==> config.mk <==
export PLATFORM = sky130hd
export DESIGN_NAME = ram_port_arbiter
export DESIGN_NICKNAME = d
export VERILOG_FILES = /design/src/rtl/ram_arb_pkg.sv /design/src/rtl/ram_port_arbiter_rr_arbiter.sv /design/src/rtl/ram_port_arbiter.sv
export SDC_FILE = /design/constraint.sdc
export NUM_CORES = 1
export LEC_CHECK = 0
export BUFFER_PORTS_ARGS = -buffer_cell sky130_fd_sc_hd__buf_2
export CAP_MARGIN = 10
export CORE_MARGIN = 2
export CORE_UTILIZATION = 35
export CTS_CLUSTER_DIAMETER = 40
export CTS_CLUSTER_SIZE = 12
export DETAILED_ROUTE_END_ITERATION = 12
export PLACE_DENSITY_LB_ADDON = 0.05
export SYNTH_ARGS = -nofsm -noshare
export SYNTH_HDL_FRONTEND = slang
export SYNTH_HIERARCHICAL = 1
export SYNTH_SLANG_ARGS = --single-unit
==> constraint.sdc <==
create_clock -name Clock -period 4.2 [get_ports Clock]
set_clock_uncertainty 0.1 [all_clocks]
set_input_delay 1.05 -clock Clock [delete_from_list [all_inputs] [get_ports Clock]]
set_output_delay 1.05 -clock Clock [all_outputs]
set_load 0.02 [all_outputs]
==> src/rtl/ram_arb_pkg.sv <==
// Shared types and helpers for the dual-port RAM requester arbiter.
package ram_arb_pkg;

    // Requester ids are sized for the largest supported requester count (8).
    localparam int unsigned NUM_REQ_MAX    = 8;
    localparam int unsigned REQ_ID_WIDTH   = $clog2(NUM_REQ_MAX);
    localparam int unsigned DATA_WIDTH_DEF = 16;
    localparam int unsigned ADDR_WIDTH_DEF = 8;

    typedef logic [REQ_ID_WIDTH-1:0] req_id_t;

    // One requester's access as presented to a RAM port.
    typedef struct packed {
        logic                      write;
        logic [ADDR_WIDTH_DEF-1:0] address;
        logic [DATA_WIDTH_DEF-1:0] wdata;
    } ram_req_t;

    // Round-robin pointer successor: (id + 1) mod num_req.
    function automatic req_id_t next_ptr(input req_id_t id, input int unsigned num_req);
        if (32'(id) + 32'd1 >= num_req) begin
            return '0;
        end
        return id + REQ_ID_WIDTH'(1);
    endfunction

endpackage

==> src/rtl/ram_port_arbiter_rr_arbiter.sv <==
// Combinational round-robin picker: first request at or after ptr, cyclically.
module rr_arbiter
    import ram_arb_pkg::*;
#(
    parameter int unsigned NUM_REQ = 2
) (
    input  logic [NUM_REQ-1:0] req_i,
    input  req_id_t            ptr_i,
    output logic [NUM_REQ-1:0] gnt_o,
    output req_id_t            gnt_id_o,
    output logic               any_gnt_o
);

    localparam int unsigned IDX_W = (NUM_REQ > 1) ? $clog2(NUM_REQ) : 1;

    // Scan requesters starting at the pointer and grant the first one found
    always_comb begin
        int unsigned idx;
        gnt_o     = '0;
        gnt_id_o  = '0;
        any_gnt_o = 1'b0;
        idx       = 0;
        for (int unsigned i = 0; i < NUM_REQ; i++) begin
            idx = 32'(ptr_i) + i;
            if (idx >= NUM_REQ) begin
                idx = idx - NUM_REQ;
            end
            if (!any_gnt_o && req_i[IDX_W'(idx)]) begin
                gnt_o[IDX_W'(idx)] = 1'b1;
                gnt_id_o           = REQ_ID_WIDTH'(idx);
                any_gnt_o          = 1'b1;
            end
        end
    end

endmodule

==> src/rtl/ram_port_arbiter.sv <==
// Shares one write port and one registered read port of a dual-port RAM
// between NUM_REQ requesters, with an independent round-robin per port.
module ram_port_arbiter
    import ram_arb_pkg::*;
#(
    parameter int unsigned DATA_WIDTH    = DATA_WIDTH_DEF,
    parameter int unsigned ADDRESS_WIDTH = ADDR_WIDTH_DEF,
    parameter int unsigned NUM_REQ       = 2
) (
    input  logic                             Clock,
    input  logic                             Reset_n,
    input  logic [NUM_REQ-1:0]               Req_valid,
    input  logic [NUM_REQ-1:0]               Req_write,
    input  logic [NUM_REQ*ADDRESS_WIDTH-1:0] Req_address,
    input  logic [NUM_REQ*DATA_WIDTH-1:0]    Req_wdata,
    output logic [NUM_REQ-1:0]               Req_ready,
    output logic [NUM_REQ-1:0]               Rsp_valid,
    output logic [DATA_WIDTH-1:0]            Rsp_data,
    output logic                             Write_Enable,
    output logic [ADDRESS_WIDTH-1:0]         write_address,
    output logic [DATA_WIDTH-1:0]            DATA_WRITE,
    output logic                             Read_Enable,
    output logic [ADDRESS_WIDTH-1:0]         read_address,
    input  logic [DATA_WIDTH-1:0]            DATA_READ
);

    logic [NUM_REQ-1:0]       wr_cand, rd_cand, wr_gnt, rd_gnt;
    req_id_t                  wr_id, rd_id;
    logic                     wr_any, rd_any;
    ram_req_t                 wr_req;
    logic [ADDRESS_WIDTH-1:0] rd_addr;

    req_id_t                  wr_ptr_q, wr_ptr_d, rd_ptr_q, rd_ptr_d;
    req_id_t                  rd_owner_q, rd_owner_d;
    logic                     rsp_pend_q, rsp_pend_d;
    logic                     byp_q, byp_d;
    logic [DATA_WIDTH-1:0]    byp_data_q, byp_data_d;

    assign wr_cand = Req_valid & Req_write;
    assign rd_cand = Req_valid & ~Req_write;

    rr_arbiter #(.NUM_REQ(NUM_REQ)) u_wr_arb (
        .req_i     (wr_cand),
        .ptr_i     (wr_ptr_q),
        .gnt_o     (wr_gnt),
        .gnt_id_o  (wr_id),
        .any_gnt_o (wr_any)
    );

    rr_arbiter #(.NUM_REQ(NUM_REQ)) u_rd_arb (
        .req_i     (rd_cand),
        .ptr_i     (rd_ptr_q),
        .gnt_o     (rd_gnt),
        .gnt_id_o  (rd_id),
        .any_gnt_o (rd_any)
    );

    // Route the granted requester's payload onto each RAM port
    always_comb begin
        wr_req  = '0;
        rd_addr = '0;
        for (int unsigned i = 0; i < NUM_REQ; i++) begin
            if (wr_gnt[i]) begin
                wr_req.write   = 1'b1;
                wr_req.address = ADDR_WIDTH_DEF'(Req_address[i*ADDRESS_WIDTH +: ADDRESS_WIDTH]);
                wr_req.wdata   = DATA_WIDTH_DEF'(Req_wdata[i*DATA_WIDTH +: DATA_WIDTH]);
            end
            if (rd_gnt[i]) begin
                rd_addr = Req_address[i*ADDRESS_WIDTH +: ADDRESS_WIDTH];
            end
        end
    end

    // Advance pointers on grant, remember the read owner, capture same-address write data
    always_comb begin
        wr_ptr_d   = wr_ptr_q;
        rd_ptr_d   = rd_ptr_q;
        rd_owner_d = rd_owner_q;
        rsp_pend_d = 1'b0;
        byp_d      = 1'b0;
        byp_data_d = byp_data_q;
        if (wr_any) begin
            wr_ptr_d = next_ptr(wr_id, NUM_REQ);
        end
        if (rd_any) begin
            rd_ptr_d   = next_ptr(rd_id, NUM_REQ);
            rd_owner_d = rd_id;
            rsp_pend_d = 1'b1;
        end
        if (wr_any && rd_any && (ADDRESS_WIDTH'(wr_req.address) == rd_addr)) begin
            byp_d      = 1'b1;
            byp_data_d = DATA_WIDTH'(wr_req.wdata);
        end
    end

    // Arbiter state registers
    always_ff @(posedge Clock or negedge Reset_n) begin
        if (!Reset_n) begin
            wr_ptr_q   <= '0;
            rd_ptr_q   <= '0;
            rd_owner_q <= '0;
            rsp_pend_q <= 1'b0;
            byp_q      <= 1'b0;
            byp_data_q <= '0;
        end else begin
            wr_ptr_q   <= wr_ptr_d;
            rd_ptr_q   <= rd_ptr_d;
            rd_owner_q <= rd_owner_d;
            rsp_pend_q <= rsp_pend_d;
            byp_q      <= byp_d;
            byp_data_q <= byp_data_d;
        end
    end

    // Grants and RAM strobes are suppressed while reset is asserted
    assign Req_ready     = (wr_gnt | rd_gnt) & {NUM_REQ{Reset_n}};
    assign Write_Enable  = wr_req.write & Reset_n;
    assign write_address = ADDRESS_WIDTH'(wr_req.address);
    assign DATA_WRITE    = DATA_WIDTH'(wr_req.wdata);
    assign Read_Enable   = rd_any & Reset_n;
    assign read_address  = rd_addr;

    // Response: pulse to the owner; new write data replaces stale RAM output on a hazard
    always_comb begin
        Rsp_valid = '0;
        for (int unsigned i = 0; i < NUM_REQ; i++) begin
            if (rsp_pend_q && (rd_owner_q == REQ_ID_WIDTH'(i))) begin
                Rsp_valid[i] = 1'b1;
            end
        end
        if (!rsp_pend_q) begin
            Rsp_data = '0;
        end else if (byp_q) begin
            Rsp_data = byp_data_q;
        end else begin
            Rsp_data = DATA_READ;
        end
    end

endmodule
# ---- After elaboration in Yosys (flattened, before gate mapping)
# Index checks and enable logic that the tools add are counted.
dict set report classes {
  n_bitwise 9
  n_eq_ne 2
  shifts 0
  mux 50
  div 0
  order_cmp 14
  n_reduce_logical 13
  addsub 10
  multipliers 0
}
# op n
set ops {}
lappend ops {{25-bit 2-to-1 mux} 2}
lappend ops {{3-bit 2-to-1 mux} 12}
lappend ops {{16-bit 2-to-1 mux} 2}
lappend ops {{1-bit 2-to-1 mux} 24}
lappend ops {{3-bit by 1-bit adder with 4-bit output, second input constant} 4}
lappend ops {{4-bit by 2-bit >= comparator with 1-bit output, second input constant} 4}
lappend ops {{8-bit 2-to-1 mux} 2}
lappend ops {{3-bit by 2-bit subtractor with 3-bit output, second input constant} 4}
lappend ops {{1-bit logical AND} 10}
lappend ops {{8-bit equality test} 1}
lappend ops {{1-bit by 2-bit < comparator with 1-bit output, second input constant} 4}
lappend ops {{2-bit 2-to-1 mux} 4}
lappend ops {{3-bit by 1-bit adder with 3-bit output, second input constant} 2}
lappend ops {{2-bit AND} 3}
lappend ops {{3-bit by 2-bit >= comparator with 1-bit output, second input constant} 2}
lappend ops {{2-bit OR} 3}
lappend ops {{1-bit demux with 1-bit select} 4}
lappend ops {{1-bit >= comparator, second input constant} 4}
lappend ops {{3-bit by 1-bit equality test with 1-bit output, second input constant} 1}
lappend ops {{3-bit logical NOT} 1}
lappend ops {{1-bit AND} 2}
lappend ops {{1-bit logical NOT} 2}
lappend ops {{2-bit NOT} 1}
dict set report word_totals {
  mem_bits_rw 0
  latchBits 0
  rom_bits 0
  ff_bits 27
  memories 0
  wordCells 104
}

# ---- Depth between registers and ports, before layout
dict set report logic_depth {
  ltp_word 14
  depth_mapped 11
  mapped_depth_nobuf 11
}

# ---- Modules after synthesis
# Netlist, hierarchy kept.
# mod area_per_inst_um2 cells_each instances
set by_module_without_submodules {}
lappend by_module_without_submodules {ram_port_arbiter 2301.0 249 1}
lappend by_module_without_submodules {rr_arbiter 240.2 33 2}

# ---- Least setup slack after synthesis
# No wires, ideal clock.
dict set report synth_path {
  kind {in2out}
  from {in Req_valid[1]}
  to {out write_address[2]}
  arrival_time_ps 2666
  required_ps 3050
  path_buffers 1
  stages 5
  slack_ps 384
  cell_sequence {and2_1 -> a21boi_1 -> buf_1 -> inv_1 -> o21ai_0}
}
# element line
set synth_rtl {}
lappend synth_rtl {{start: declaration} ram_port_arbiter.sv:12} ;# input logic [NUM_REQ-1:0] Req_valid,
lappend synth_rtl {{2-bit AND *} ram_port_arbiter.sv:39} ;# assign wr_cand = Req_valid & Req_write;
lappend synth_rtl {{1-bit 2-to-1 mux (not written as such) (2 in series)} ram_port_arbiter_rr_arbiter.sv:28} ;# if (!any_gnt_o && req_i[IDX_W'(idx)]) begin
lappend synth_rtl {{1-bit 2-to-1 mux} ram_port_arbiter_rr_arbiter.sv:28}
lappend synth_rtl {{1-bit logical NOT} ram_port_arbiter_rr_arbiter.sv:28}
lappend synth_rtl {{1-bit logical AND} ram_port_arbiter_rr_arbiter.sv:28}
lappend synth_rtl {{2-bit 2-to-1 mux *} ram_port_arbiter_rr_arbiter.sv:28}
lappend synth_rtl {{via wr_gnt[1]} ram_port_arbiter.sv:27} ;# logic [NUM_REQ-1:0] wr_cand, rd_cand, wr_gnt, rd_gnt;
lappend synth_rtl {{25-bit 2-to-1 mux *} ram_port_arbiter.sv:63} ;# if (wr_gnt[i]) begin
lappend synth_rtl {{end: declaration} ram_port_arbiter.sv:20} ;# output logic [ADDRESS_WIDTH-1:0] write_address,
# Mark *: on every way through the listed nets, which the timed path passes. The rest lies on a longest branch. The select of a mux whose other input is x is not followed.

# ---- Worst setup path after layout
dict set report layout_path {
  from {in Req_write[0]}
  to {out DATA_WRITE[1]}
}
dict set report layout_via {
  elab_chain_cells 9
}
# element line
set layout_rtl {}
lappend layout_rtl {{start: declaration} ram_port_arbiter.sv:13} ;# input logic [NUM_REQ-1:0] Req_write,
lappend layout_rtl {{2-bit AND *} ram_port_arbiter.sv:39}
lappend layout_rtl {{via wr_cand[0]} ram_port_arbiter.sv:27}
lappend layout_rtl {{1-bit 2-to-1 mux (not written as such) (2 in series)} ram_port_arbiter_rr_arbiter.sv:28}
lappend layout_rtl {{1-bit 2-to-1 mux} ram_port_arbiter_rr_arbiter.sv:28}
lappend layout_rtl {{1-bit logical NOT} ram_port_arbiter_rr_arbiter.sv:28}
lappend layout_rtl {{1-bit logical AND} ram_port_arbiter_rr_arbiter.sv:28}
lappend layout_rtl {{2-bit 2-to-1 mux *} ram_port_arbiter_rr_arbiter.sv:28}
lappend layout_rtl {{via wr_gnt[0]} ram_port_arbiter.sv:27}
lappend layout_rtl {{25-bit 2-to-1 mux * (2 in series)} ram_port_arbiter.sv:63}
lappend layout_rtl {{end: declaration} ram_port_arbiter.sv:21} ;# output logic [DATA_WIDTH-1:0] DATA_WRITE,
# Marked as above.

==> summary.txt <==
Run status
  – Status: finished clean

Final layout
  – Final net count: ~530
  – Layout Cells excl Fill: 542
  – Utilization after layout: 0.468
  – Final-layout fill cell count: just over 800
  – Layout cell share with drive strength beyond 1: 0.398
  – Cell area after layout: ~3600 um^2
  – Commonest non-fill, non-tap cell in the layout: buf_2
  – Antenna diodes: 0
  – Area delta synth->final: 30.1%
  – Most frequent cells in the layout: 123 x buf_2, 30 x nand2_1, 27 x dfrtp_1

Synthesis
  – Post-Syn Area: 2780 um^2
  – Yosys top cell area share: 0.243
  – Synth Flop Type: dfrtp_1
  – Avg Cell Area, Syn: between 8 and 9 um^2
  – Number of synthesized flops with an enable pin: 0
  – Flops & latches, synth: 27
  – Post-Syn Nets: roughly 400
  – Synth area leaders: dfrtp_1 24%, mux2i_1 7.2%, a22o_1 6.3%
  – Synth warn: 6
  – Register area share after synthesis: 0.243
  – Post-Syn Instances: 315
  – Synth cell types: between 50 and 60
  – Yosys top cell by area: dfrtp_1
  – Async set or reset register ratio after synthesis: 1.00

Placed design
  – Post-DP Area: between 3000 and 4000 um^2
  – Post-DP HPWL: a little over 6000 um
  – Final Wtd Congestion: between 0.8 and 0.9
  – Port Buf Inserts: 123
  – Placed Instances: 538
  – Place WS: between 0.3 and 0.4 ns

Timing
  – Final worst slack: between 0.3 and 0.4 ns
  – Slew headroom: 0.440
  – Post-layout min period: a little under 4 ns
  – RSZ-0062 raised after global routing: false
  – Worst-margin pin slew: 0.840 ns
  – Fin Setup TNS: 0 ns
  – Final Hold Fails: 0
  – Max Slew Vio Count: 0
  – Final setup vio count: 0
  – Hold_ws: just over 0.4 ns
  – Fin crit share: 0.919
  – Fmax achieved: around 260 MHz

Worst setup path
  – Highest cell delay on the worst timing path: roughly 0.35 ns
  – CP Data Required Time: between 3 and 4 ns
  – Max Fanout on Critical Path: 16
  – Crit path max-delay family: buffers and inverters
  – Startpoint Class: input port
  – WS Path Type: input port to primary output
  – Slowest CP cell: and2_1
  – Worst Setup End Kind: primary output
  – Critical Path AT: 2.71 ns
  – Worst Path Buf+Inv: 4
  – CP cell instances: buf_2, and2_1, a21boi_1, buf_4, nor2b_2, buf_4, a22o_1, buf_2

GRT
  – Largest net degree at the start of global routing: 20
  – Total track usage: 0.185
  – Grt total ovfl: 0
  – Initial antenna violation count: 0
  – Global-route wire length before repair: around 13,000 um
  – Vias in the first global route: 2,637

Pwr
  – Internal power: 600 uW
  – Pwr/cell area: approximately 270 nW/um^2
  – Switching pwr: between 300 and 400 uW
  – Reg power frac: 0.379
  – Sw Share: 0.382
  – Comb pwr share: 0.462
  – Clock power frac: 0.160
  – Pwr Total: 971 uW
  – Peak VDD IR: around 0.00013 V
  – LEAKAGE: roughly 1.8 nW

Detailed routing
  – Routed wire length: roughly 8100 um
  – Drt wl/cell: 14.9 um
  – Iter 0 DRT Violations: 79
  – Via count: 2,793
  – # DRC: 0
  – Routed Antenna Nets: 0
  – Pre-antenna DRT Iters: 4
  – Vias per cell: about 5

Clock network
  – Max Buffers Root-to-Sink: 2
  – H-tree depth: 1
  – Clock-pin transition on the worst setup and hold timing paths: approximately 0.09 ns
  – CTS tree: built
  – Hold buffers post-CTS: 0
  – Post-CTS resize count: 0
  – Clock Tree Root: clkbuf_8
  – Clk_lat worst skew: roughly 0.28 ns
  – Sink Count: 27
  – Setup Buffers After CTS: 0
  – CTS Buf Count: 3

Die
  – Die ar.: approximately 8700 um^2
  – IO Count: 124
  – Row count: 32
  – Initial Utilization: 0.360
  – Core ar.: around 7700 um^2
  – Die Span Y: about 93 um
  – Die width: just over 90 um

Run
  – Max-Cap Viols: 0

Hold path
  – Hold Path Class: flip-flop to flip-flop
==> routing by layer <==
layer	GRT usage	share of wire
met3	0.0226	0.050
met2	0.324	0.48
met5	0	0
met1	0.247	0.46
met4	0.0343	0.0091
==> worst paths after layout <==
kind,end,slack [ns],startpoint,cells past startpoint
worst max register to register,byp_data_q[9],1.07,rd_ptr_q[0],10
max in group asynchronous,byp_data_q[12],2.86,Reset_n,2
min in group asynchronous,byp_data_q[15],0.60,Reset_n,1
worst min-delay path,byp_data_q[7],0.41,byp_data_q[7],1
worst min register to register,byp_data_q[7],0.41,byp_data_q[7],1
worst max-delay path,DATA_WRITE[1],0.34,Req_write[0],8
==> cell families after synthesis <==
kind of cell,Yosys count,share of synthesized area
and+or+nand+nor,104,0.204
xor gates and xnor gates,8,0.0252
AOI/OAI and AO/OA,86,0.244
muxes,40,0.165
buffers and inverters,36,0.0558
DFF,27,0.243
adders and majority gates,14,0.0630
==> registers in the layout, indices dropped and copies added (netlist names) <==
register / cells
byp_data_q: 16
rd_ptr_q: 3
byp_q: 1
rsp_pend_q: 1
rd_owner_q: 3
wr_ptr_q: 3
==> power by group through the flow <==
stage          clock network, mW  registers, mW  logic [mW]
2_1_floorplan                  0          0.354       0.313
3_3_place_gp                   0          0.375       0.445
3_5_place_dp                   0          0.375       0.448
4_1_cts                    0.161          0.368       0.451
5_1_grt                    0.174          0.377       0.492
6_report                   0.155          0.367       0.448
==> cell usage after synthesis, drive strengths merged, types with 2 or more instances <==
cell type and n:
a2111oi 5, a211oi 2, a21boi 6, a21o 2, a21oi 8, a221oi 3, a22o 20, a22oi 3
a41o 3, and2 7, buf 8, clkbuf 9, dfrtp 27, ha 14, inv 19, mux2 20
mux2i 20, nand2 30, nand2b 10, nand3 4, nand4 2, nor2 11, nor2b 23, nor3 2
nor3b 3, nor4 3, nor4bb 4, o2111ai 3, o211ai 2, o21a 2, o21ai 20, o221ai 2
or2 3, xnor2 5, xor2 3
==> area by class of cell <==
cell class                      instances  area [um^2]  area share
Sequential cell                        27          676       0.187
Clock buffer                            3         41.3      0.0114
Clock inverter                          1         7.51     0.00207
Timing Repair Buffer                  138          728       0.201
Inverter                               19         71.3      0.0197
Tap cell                              102          128      0.0353
Multi-Input combinational cell        252         1970       0.544
No activity file was read; power rests on OpenSTA's default activity.
